## src/rtl/fp_pkg.sv

```systemverilog
// Shared floating-point constants and classification type for the
// float-to-integer conversion path.
package fp_pkg;

    localparam int EXP_W    = 8;
    localparam int FRAC_W   = 23;
    localparam int EXP_BIAS = 127;

    localparam logic [EXP_W-1:0] EXP_MAX      = 8'd255;
    localparam logic [EXP_W-1:0] UINT_OVF_EXP = 8'd159;

    // Biased exponent at which the 24-bit significand is already an integer
    // (bias + fraction width); shifts are measured relative to this point.
    localparam logic [EXP_W-1:0] SHIFT_ZERO_EXP = 8'(EXP_BIAS + FRAC_W);

    // Right shifts beyond this leave only sticky information, so clamp here.
    localparam logic [5:0] RSHIFT_MAX = 6'd40;

    localparam logic [31:0] UINT_MAX = 32'hFFFF_FFFF;

    typedef enum logic [2:0] {
        FP_ZERO,
        FP_NORMAL,
        FP_INF,
        FP_NAN,
        FP_OVF
    } fp_class_t;

    // Classify a binary32 operand from its exponent and fraction fields.
    function automatic fp_class_t classify(input logic [EXP_W-1:0] e,
                                           input logic [FRAC_W-1:0] f);
        fp_class_t c;
        if (e == '0)
            c = FP_ZERO;
        else if (e == EXP_MAX)
            c = (f != '0) ? FP_NAN : FP_INF;
        else if (e >= UINT_OVF_EXP)
            c = FP_OVF;
        else
            c = FP_NORMAL;
        return c;
    endfunction

endpackage

```

## src/rtl/reg_32.sv

```systemverilog
// Generic 32-bit register: synchronous active-high clear, load on write_en,
// otherwise hold. Reset takes priority over write_en.
module reg_32 (
    input  logic        clk,
    input  logic        write_en,
    input  logic        reset,
    input  logic [31:0] data_in,
    output logic [31:0] data_out
);

    // Clear on reset, load when enabled, hold otherwise.
    always_ff @(posedge clk) begin
        if (reset)
            data_out <= 32'h0;
        else if (write_en)
            data_out <= data_in;
    end

endmodule

```

## src/rtl/fp32_to_uint32_pipe.sv

```systemverilog
// Two-stage IEEE-754 binary32 to uint32 converter.
// Stage 1 aligns the significand to an integer plus guard/sticky bits and
// resolves special cases into force-zero / force-max flags.
// Stage 2 rounds to nearest-even and saturates on carry-out.
// The pipeline has no enable: a new operand is accepted on every edge and its
// result appears on q two edges later.
module fp32_to_uint32_pipe
    import fp_pkg::*;
#(
    parameter int LATENCY = 2
) (
    input  logic        clk,
    input  logic        areset,
    input  logic [31:0] a,
    output logic [31:0] q
);

    // Only a two-stage pipeline is implemented.
    if (LATENCY != 2) begin : g_bad_latency
        $error("fp32_to_uint32_pipe supports LATENCY == 2 only");
    end

    // ------------------------------------------------------------------
    // Stage 1: unpack, classify, align
    // ------------------------------------------------------------------
    logic              sign;
    logic [EXP_W-1:0]  exp_f;
    logic [FRAC_W-1:0] frac;
    logic [FRAC_W:0]   sig;
    fp_class_t         cls;

    assign sign  = a[31];
    assign exp_f = a[30:23];
    assign frac  = a[22:0];
    assign sig   = {1'b1, frac};
    assign cls   = classify(exp_f, frac);

    logic [31:0] s1_int;
    logic        s1_guard;
    logic        s1_sticky;
    logic [7:0]  lshift;
    logic [7:0]  rshift_full;
    logic [5:0]  rshift;
    logic [63:0] wide;

    // Align the significand: left shift when the exponent is at or above the
    // integer point, otherwise right shift keeping guard and sticky bits.
    always_comb begin
        s1_int      = 32'h0;
        s1_guard    = 1'b0;
        s1_sticky   = 1'b0;
        lshift      = 8'h0;
        rshift_full = 8'h0;
        rshift      = 6'h0;
        wide        = 64'h0;
        if (exp_f >= SHIFT_ZERO_EXP) begin
            // Normal values here need at most 8 positions; larger exponents
            // are overridden by the overflow/inf flags.
            lshift = exp_f - SHIFT_ZERO_EXP;
            s1_int = 32'(sig) << lshift;
        end else begin
            rshift_full = SHIFT_ZERO_EXP - exp_f;
            rshift      = (rshift_full > 8'(RSHIFT_MAX)) ? RSHIFT_MAX : rshift_full[5:0];
            wide        = {sig, 40'h0} >> rshift;
            s1_int      = {8'h0, wide[63:40]};
            s1_guard    = wide[39];
            s1_sticky   = |wide[38:0];
        end
    end

    logic s1_force_zero;
    logic s1_force_max;

    // Any negative operand, zero/denormal or NaN yields 0; positive infinity
    // or magnitude >= 2^32 yields the saturated maximum.
    always_comb begin
        s1_force_zero = sign || (cls == FP_ZERO) || (cls == FP_NAN);
        s1_force_max  = !sign && ((cls == FP_INF) || (cls == FP_OVF));
    end

    logic [31:0] s1_flags_d;
    logic [31:0] s1_int_q;
    logic [31:0] s1_flags_q;

    assign s1_flags_d = {28'h0, s1_guard, s1_sticky, s1_force_zero, s1_force_max};

    reg_32 u_s1_int (
        .clk      (clk),
        .write_en (1'b1),
        .reset    (areset),
        .data_in  (s1_int),
        .data_out (s1_int_q)
    );

    reg_32 u_s1_flags (
        .clk      (clk),
        .write_en (1'b1),
        .reset    (areset),
        .data_in  (s1_flags_d),
        .data_out (s1_flags_q)
    );

    // ------------------------------------------------------------------
    // Stage 2: round to nearest even, saturate
    // ------------------------------------------------------------------
    logic        s2_guard;
    logic        s2_sticky;
    logic        s2_force_zero;
    logic        s2_force_max;
    logic        unused_flag_bits;

    assign s2_guard         = s1_flags_q[3];
    assign s2_sticky        = s1_flags_q[2];
    assign s2_force_zero    = s1_flags_q[1];
    assign s2_force_max     = s1_flags_q[0];
    assign unused_flag_bits = &{1'b0, s1_flags_q[31:4]};

    logic        round_up;
    logic [32:0] rounded;
    logic [31:0] s2_result;

    // Increment on guard when the discarded part is above half or exactly
    // half with an odd integer; a carry out of 32 bits saturates.
    always_comb begin
        round_up  = s2_guard && (s2_sticky || s1_int_q[0]);
        rounded   = {1'b0, s1_int_q} + {32'h0, round_up};
        s2_result = rounded[31:0];
        if (s2_force_zero)
            s2_result = 32'h0;
        else if (s2_force_max || rounded[32])
            s2_result = UINT_MAX;
    end

    reg_32 u_s2_result (
        .clk      (clk),
        .write_en (1'b1),
        .reset    (areset),
        .data_in  (s2_result),
        .data_out (q)
    );

endmodule

```

## config.mk

```make
export PLATFORM = sky130hd
export DESIGN_NAME = fp32_to_uint32_pipe
export DESIGN_NICKNAME = d
export VERILOG_FILES = /design/src/rtl/fp_pkg.sv /design/src/rtl/reg_32.sv /design/src/rtl/fp32_to_uint32_pipe.sv
export SDC_FILE = /design/constraint.sdc
export NUM_CORES = 1
export LEC_CHECK = 0
export ABC_AREA = 1
export CORE_UTILIZATION = 30
export CTS_BUF_LIST = sky130_fd_sc_hd__clkbuf_2
export CTS_CLUSTER_DIAMETER = 100
export DETAILED_ROUTE_END_ITERATION = 8
export SLEW_MARGIN = 20
export SYNTH_ARGS = -nofsm -noshare
export SYNTH_HDL_FRONTEND = slang
export SYNTH_SLANG_ARGS = --single-unit
```

## constraint.sdc

```tcl
create_clock -name clk -period 6.46 [get_ports clk]
set_input_delay 0.646 -clock clk [delete_from_list [all_inputs] [get_ports clk]]
set_output_delay 0.646 -clock clk [all_outputs]
set_load 0.03 [all_outputs]
```

## Word-level counts from Yosys, hierarchy flattened

Index checks and enable logic that the tools add are counted.

| cells by class | value |
|---|---|
| reduce and logical (&&, ||, !) cells | 15 |
| add/sub/neg operators | 3 |
| shift-type cells | 2 |
| bitwise logic cells | 1 |
| multiplexer cells | 7 |
| eq/ne operators | 4 |
| $lt $le $gt $ge | 3 |

Operators by type and width:

| operator | number |
|---|---|
| $shr 64x6->64 | 1 |
| $reduce_or 39->1 | 1 |
| $add 32x1->33 | 1 |
| $mux 32 | 1 |
| $shl 24x8->32 | 1 |
| $mux 24 | 1 |
| $reduce_bool 23->1 | 1 |
| $ge 8x8->1 const B | 2 |
| $mux 3 | 3 |
| $eq 8x8->1 const B | 1 |
| $gt 8x6->1 const B | 1 |
| $logic_not 8->1 | 1 |
| $sub 8x8->8 const A | 1 |
| $sub 8x8->8 const B | 1 |
| $eq 3x2->1 const B | 2 |
| $mux 6 | 1 |
| $reduce_or 2->1 | 3 |
| $logic_or 1x1->1 | 5 |
| $eq 3x3->1 const B | 1 |
| $logic_not 3->1 | 1 |
| $logic_and 1x1->1 | 2 |
| $logic_not 1->1 | 1 |
| $mux 1 | 1 |
| $not 1->1 | 1 |

| word-level totals | value |
|---|---|
| logic and storage cells | 40 |
| register bits | 68 |

## Longest topological paths before layout

| logic depth | value |
|---|---|
| depth after elaboration | 7 |
| mapped depth | 25 |
| mapped depth without buffers | 24 |

## By module

From an unflattened synthesis, not the netlist that was laid out.

| unflattened totals | value |
|---|---|
| cell total of the unflattened synthesis | 1,587 |
| area total of the unflattened synthesis | 8,743.4 um^2 |

By module, submodules not included:

| module | instances | seq. area each (um^2) | cells each | area each (um^2) |
|---|---|---|---|---|
| fp32_to_uint32_pipe | 1 | 0.0 | 978 | 4,727.0 |
| reg_32 | 3 | 640.6 | 203 | 1,338.8 |

## Worst setup path after synthesis

No wires, ideal clock.

| path | value |
|---|---|
| kind | input port to flip-flop |
| from | input a[23] |
| to | register u_s1_flags.data_out[2] |
| stages | 20 |
| required time | 6,342 ps |
| library setup time | 118 ps |
| slack | 3,345 ps |
| data arrival time | 2,997 ps |
| buffers on the path | 3 |
| cell sequence | inv_2 > clkbuf_1 > clkbuf_1 > ha_1 > nand3_1 > nand3_1 > nand2_1 > nand3_4 > nand2_4 > a21oi_4 > clkbuf_1 > nand3_1 > nand2_1 > nand2_1 > nor2_1 > nand2_1 > nand2_1 > nand2_1 > a21oi_1 > a21oi_1 |

| between the ends | value |
|---|---|
| longest elaborated chain between the ends | 5 |
| elaborated cells between the ends (all ways) | 7 |
| classes of those cells | 1 x add/sub; 2 x order compare; 1 x shift; 1 x mux; 2 x reduce/logical |

Ends and longest elaborated chain:

| element | line | RTL |
|---|---|---|
| start: declaration | fp32_to_uint32_pipe.sv:14 | `input logic [31:0] a,` |
| $sub 8x8->8 | fp32_to_uint32_pipe.sv:62 | `rshift_full = SHIFT_ZERO_EXP - exp_f;` |
| $gt 8x6->1 | fp32_to_uint32_pipe.sv:63 | `rshift = (rshift_full > 8'(RSHIFT_MAX)) ? RSHIFT_MAX : rshift_full[5:0];` |
| $mux 6 | fp32_to_uint32_pipe.sv:63 |  |
| $shr 64x6->64 | fp32_to_uint32_pipe.sv:64 | `wide = {sig, 40'h0} >> rshift;` |
| $reduce_or 39->1 | fp32_to_uint32_pipe.sv:67 | `s1_sticky = \|wide[38:0];` |
| end signal: assignment | reg_32.sv:16 | `data_out <= data_in;` |
| end: declaration | reg_32.sv:8 | `output logic [31:0] data_out` |

Parallel ways exist; a longest one is shown, timed or not.
A chain may end at the register's enable or synchronous reset.

## Worst setup path in the final report

| path | value |
|---|---|
| from | input a[24] |
| to | register u_s1_flags.data_out[2] |

Same word-level chain as after synthesis.

==> results.sh <==
export IMPL_status="complete, no violations"
export IMPL_ant_nets=0
export IMPL_grt_max_degree=52
export IMPL_vdd_drop_max_mv=0.0762
export IMPL_yosysTopAreaCell="dfxtp_1"
export IMPL_min_period_ps=4580
export IMPL_cts_tree="built"
export IMPL_cts_path_max_buffers=2
export IMPL_finalMaxSlewViolations=0
export IMPL_critPathRequiredTime_ps=6880
export IMPL_area_growth_pct=14.3
export IMPL_postCtsSetupRepairBufs=0
export IMPL_cts_max_level=3
export IMPL_gp_congestion=0.959
export IMPL_path_clk_slew_ps=180
export IMPL_drtIter0Drc=727
export IMPL_yosys_top_cells_count="nand2_1, nand3_1, o21ai_0"
export IMPL_fillers=2338
export IMPL_drv_cap=0
export IMPL_rsz0062_at_grt="no"
export IMPL_yosysMostFrequentCell="nand2_1"
export IMPL_fmax_ghz=0.218
export IMPL_clkLatencyLatePin_ps=520
export IMPL_ys_types=45
export IMPL_drcViolationCount=0
export IMPL_async_reset_ff_share_pct=0
export IMPL_die_area_mm2=0.0217
export IMPL_ys_ff_latch=68
export IMPL_clockRootBuffer="clkbuf_2"
export IMPL_min_path_cells=2
export IMPL_initial_core_util_pct=31.0
export IMPL_skew_ps=34.8
export IMPL_core_area_mm2=0.0205
export IMPL_firstDrtPassIters=6
export IMPL_setup_viol=0
export IMPL_startpoint_type="input pin"
export IMPL_syn_inst=1122
export IMPL_ys_flop_type="dfxtp_1"
export IMPL_cts_resized=0
export IMPL_die_h_um=147
export IMPL_synth_top_area_share_pct=21.5
export IMPL_diodes=0
export IMPL_critPathKind="in2reg"
export IMPL_dpl_hpwl_um=17500
export IMPL_syn_avg_cell_area_um2=5.65
export IMPL_cts_sinks=68
export IMPL_antenna_found_initial=0
export IMPL_critical_path_endpoint_type="register"
export IMPL_critical_path_arrival_ps=5010
export IMPL_avgViaCountPerCell=5.25
export IMPL_finalHoldViolations=0
export IMPL_relSlewSlack_pct=35.6
export IMPL_post_route_util_pct=35.4
export IMPL_drive_above_1_share_pct=4.42
export IMPL_post_drt_wl_per_cell_um=15.5
export IMPL_p_per_area_mw_per_mm2=168
export IMPL_num_rows=52
export IMPL_vias=7482
export IMPL_seq_area_frac_synth_pct=21.5
export IMPL_leakage_nw=3.22
export IMPL_critPathMaxFanout=35
export IMPL_synthTopCellsByArea="dfxtp_1, nand2_1, nand3_1, o21ai_0, inv_1"
export IMPL_grt_remaining_overflow=0
export IMPL_grt_pass1_wl_um=36000
export IMPL_grtUsageTotal_pct=20.7
export IMPL_io_buffer_count=65
export IMPL_yosys_warnings=0
export IMPL_cts_buffers_inserted=9
export IMPL_min_path_type="reg2reg"
export IMPL_finalSetupTns_ps=0
export IMPL_post_route_period_util_pct=71.0
export IMPL_cts_hold_buf=0
export IMPL_first_global_vias=6837
export IMPL_rr_worst_depth=17
export IMPL_worst_pin_slew_ps=962
export IMPL_die_w_um=147
export IMPL_final_nets=1191
export IMPL_totalWireLength_um=22100
export IMPL_synth_edf_count=0
export IMPL_synthesis_area_mm2=0.00634
export IMPL_synth_nets=1164
export IMPL_io_pins=66
[through the flow]
stage	hold WS, ps	cell area (um2)	total power, W	instances	setup WS, ps
global placement	479	7120	0.000941	1408	1370
finish	547	7250	0.00122	1424	1880
floorplan	454	6340	0.000796	1122	3350
global route	585	7250	0.00130	1424	1560
detailed placement	508	7120	0.000937	1408	1420
CTS	536	7250	0.00121	1424	2000
[critical path, cell delays in order]
cell             delay [ps]
clkdlybuf4s50_1         820
buf_4                   320
ha_1                    240
nand2_1                  80
nand2_1                 120
nand2_1                  70
nand3_1                  70
nand2_1                  90
nor2_4                   90
buf_4                   310
nand2_4                 150
a21oi_4                 420
inv_2                   380
nand3_1                 250
nand3_1                 100
nand2_1                 150
nand2_1                  80
nor2_1                   90
nand2_1                  90
nand2_1                  70
nand2_1                  40
a21oi_1                 190
a21oi_1                 100
[per-layer routing]
metal  global-route usage [%]  routed length [um]  up-vias
met2                     32.8                9720      330
met1                     27.6               10000     3317
met4                     9.90                1010        0
li1                         -                   -     3770
met5                        0                   0        -
met3                     3.06                1370       65
[sequential cells by signal (all words and copies together), names as in the netlist]
| register | flops |
|---|---|
| u_s1_flags.data_out | 4 |
| u_s1_int.data_out | 32 |
| u_s2_result.data_out | 32 |
[report_power, final]
group          internal [W]  leakage (nW)  switching [W]
logic              0.000150          2.60       0.000345
registers          0.000436         0.552     0.00000974
clock network      0.000126        0.0732       0.000148
[final timing paths]
| check | endpoint | startpoint | slack [ps] |
|---|---|---|---|
| worst min register to register | u_s2_result.data_out[14] | u_s1_int.data_out[14] | 550 |
| worst max-delay path | u_s1_flags.data_out[2] | a[24] | 1880 |
| worst max register to register | u_s2_result.data_out[28] | u_s1_int.data_out[0] | 3290 |
| worst min-delay path | u_s2_result.data_out[14] | u_s1_int.data_out[14] | 550 |
[layout by cell type, fill, tap and decap left out, types with 8 or more instances in the layout]
cell and count:
clkbuf_2 9, o21ai_1 8, o21ai_0 97, buf_4 8, clkdlybuf4s50_1 64, inv_1 95, xor2_1 20, nor3_1 14
nand4_1 42, ha_1 8, nor2_1 94, dfxtp_1 68, a21oi_1 24, nand3_1 147, o22ai_1 20, nand2_1 359
a31oi_1 8
[kinds of logic (layout without fill, tap and decap cells)]
group	count (synthesis)	count (layout)	share of synthesized area (%)
AND/OR/NAND/NOR	687	687	47.7
AO/OA/AOI/OAI	169	169	14.7
flip-flops	68	68	21.5
XOR/XNOR	23	23	3.18
adder cells (fa/ha/maj)	8	8	1.58
multiplexers	6	6	0.947
buffers and inverters	161	193	10.4
[final cells by class]
type / instances / area [um2] / area share (%)
clock inverters: 7 / 91.3 / 1.26
well taps: 270 / 338 / 4.66
inverters: 104 / 390 / 5.38
flip-flops and latches: 68 / 1360 / 18.8
clock buffers: 9 / 45.0 / 0.621
repair buffers: 73 / 706 / 9.73
multi-input cells: 893 / 4320 / 59.6
Power figures use the tool's default switching activity.
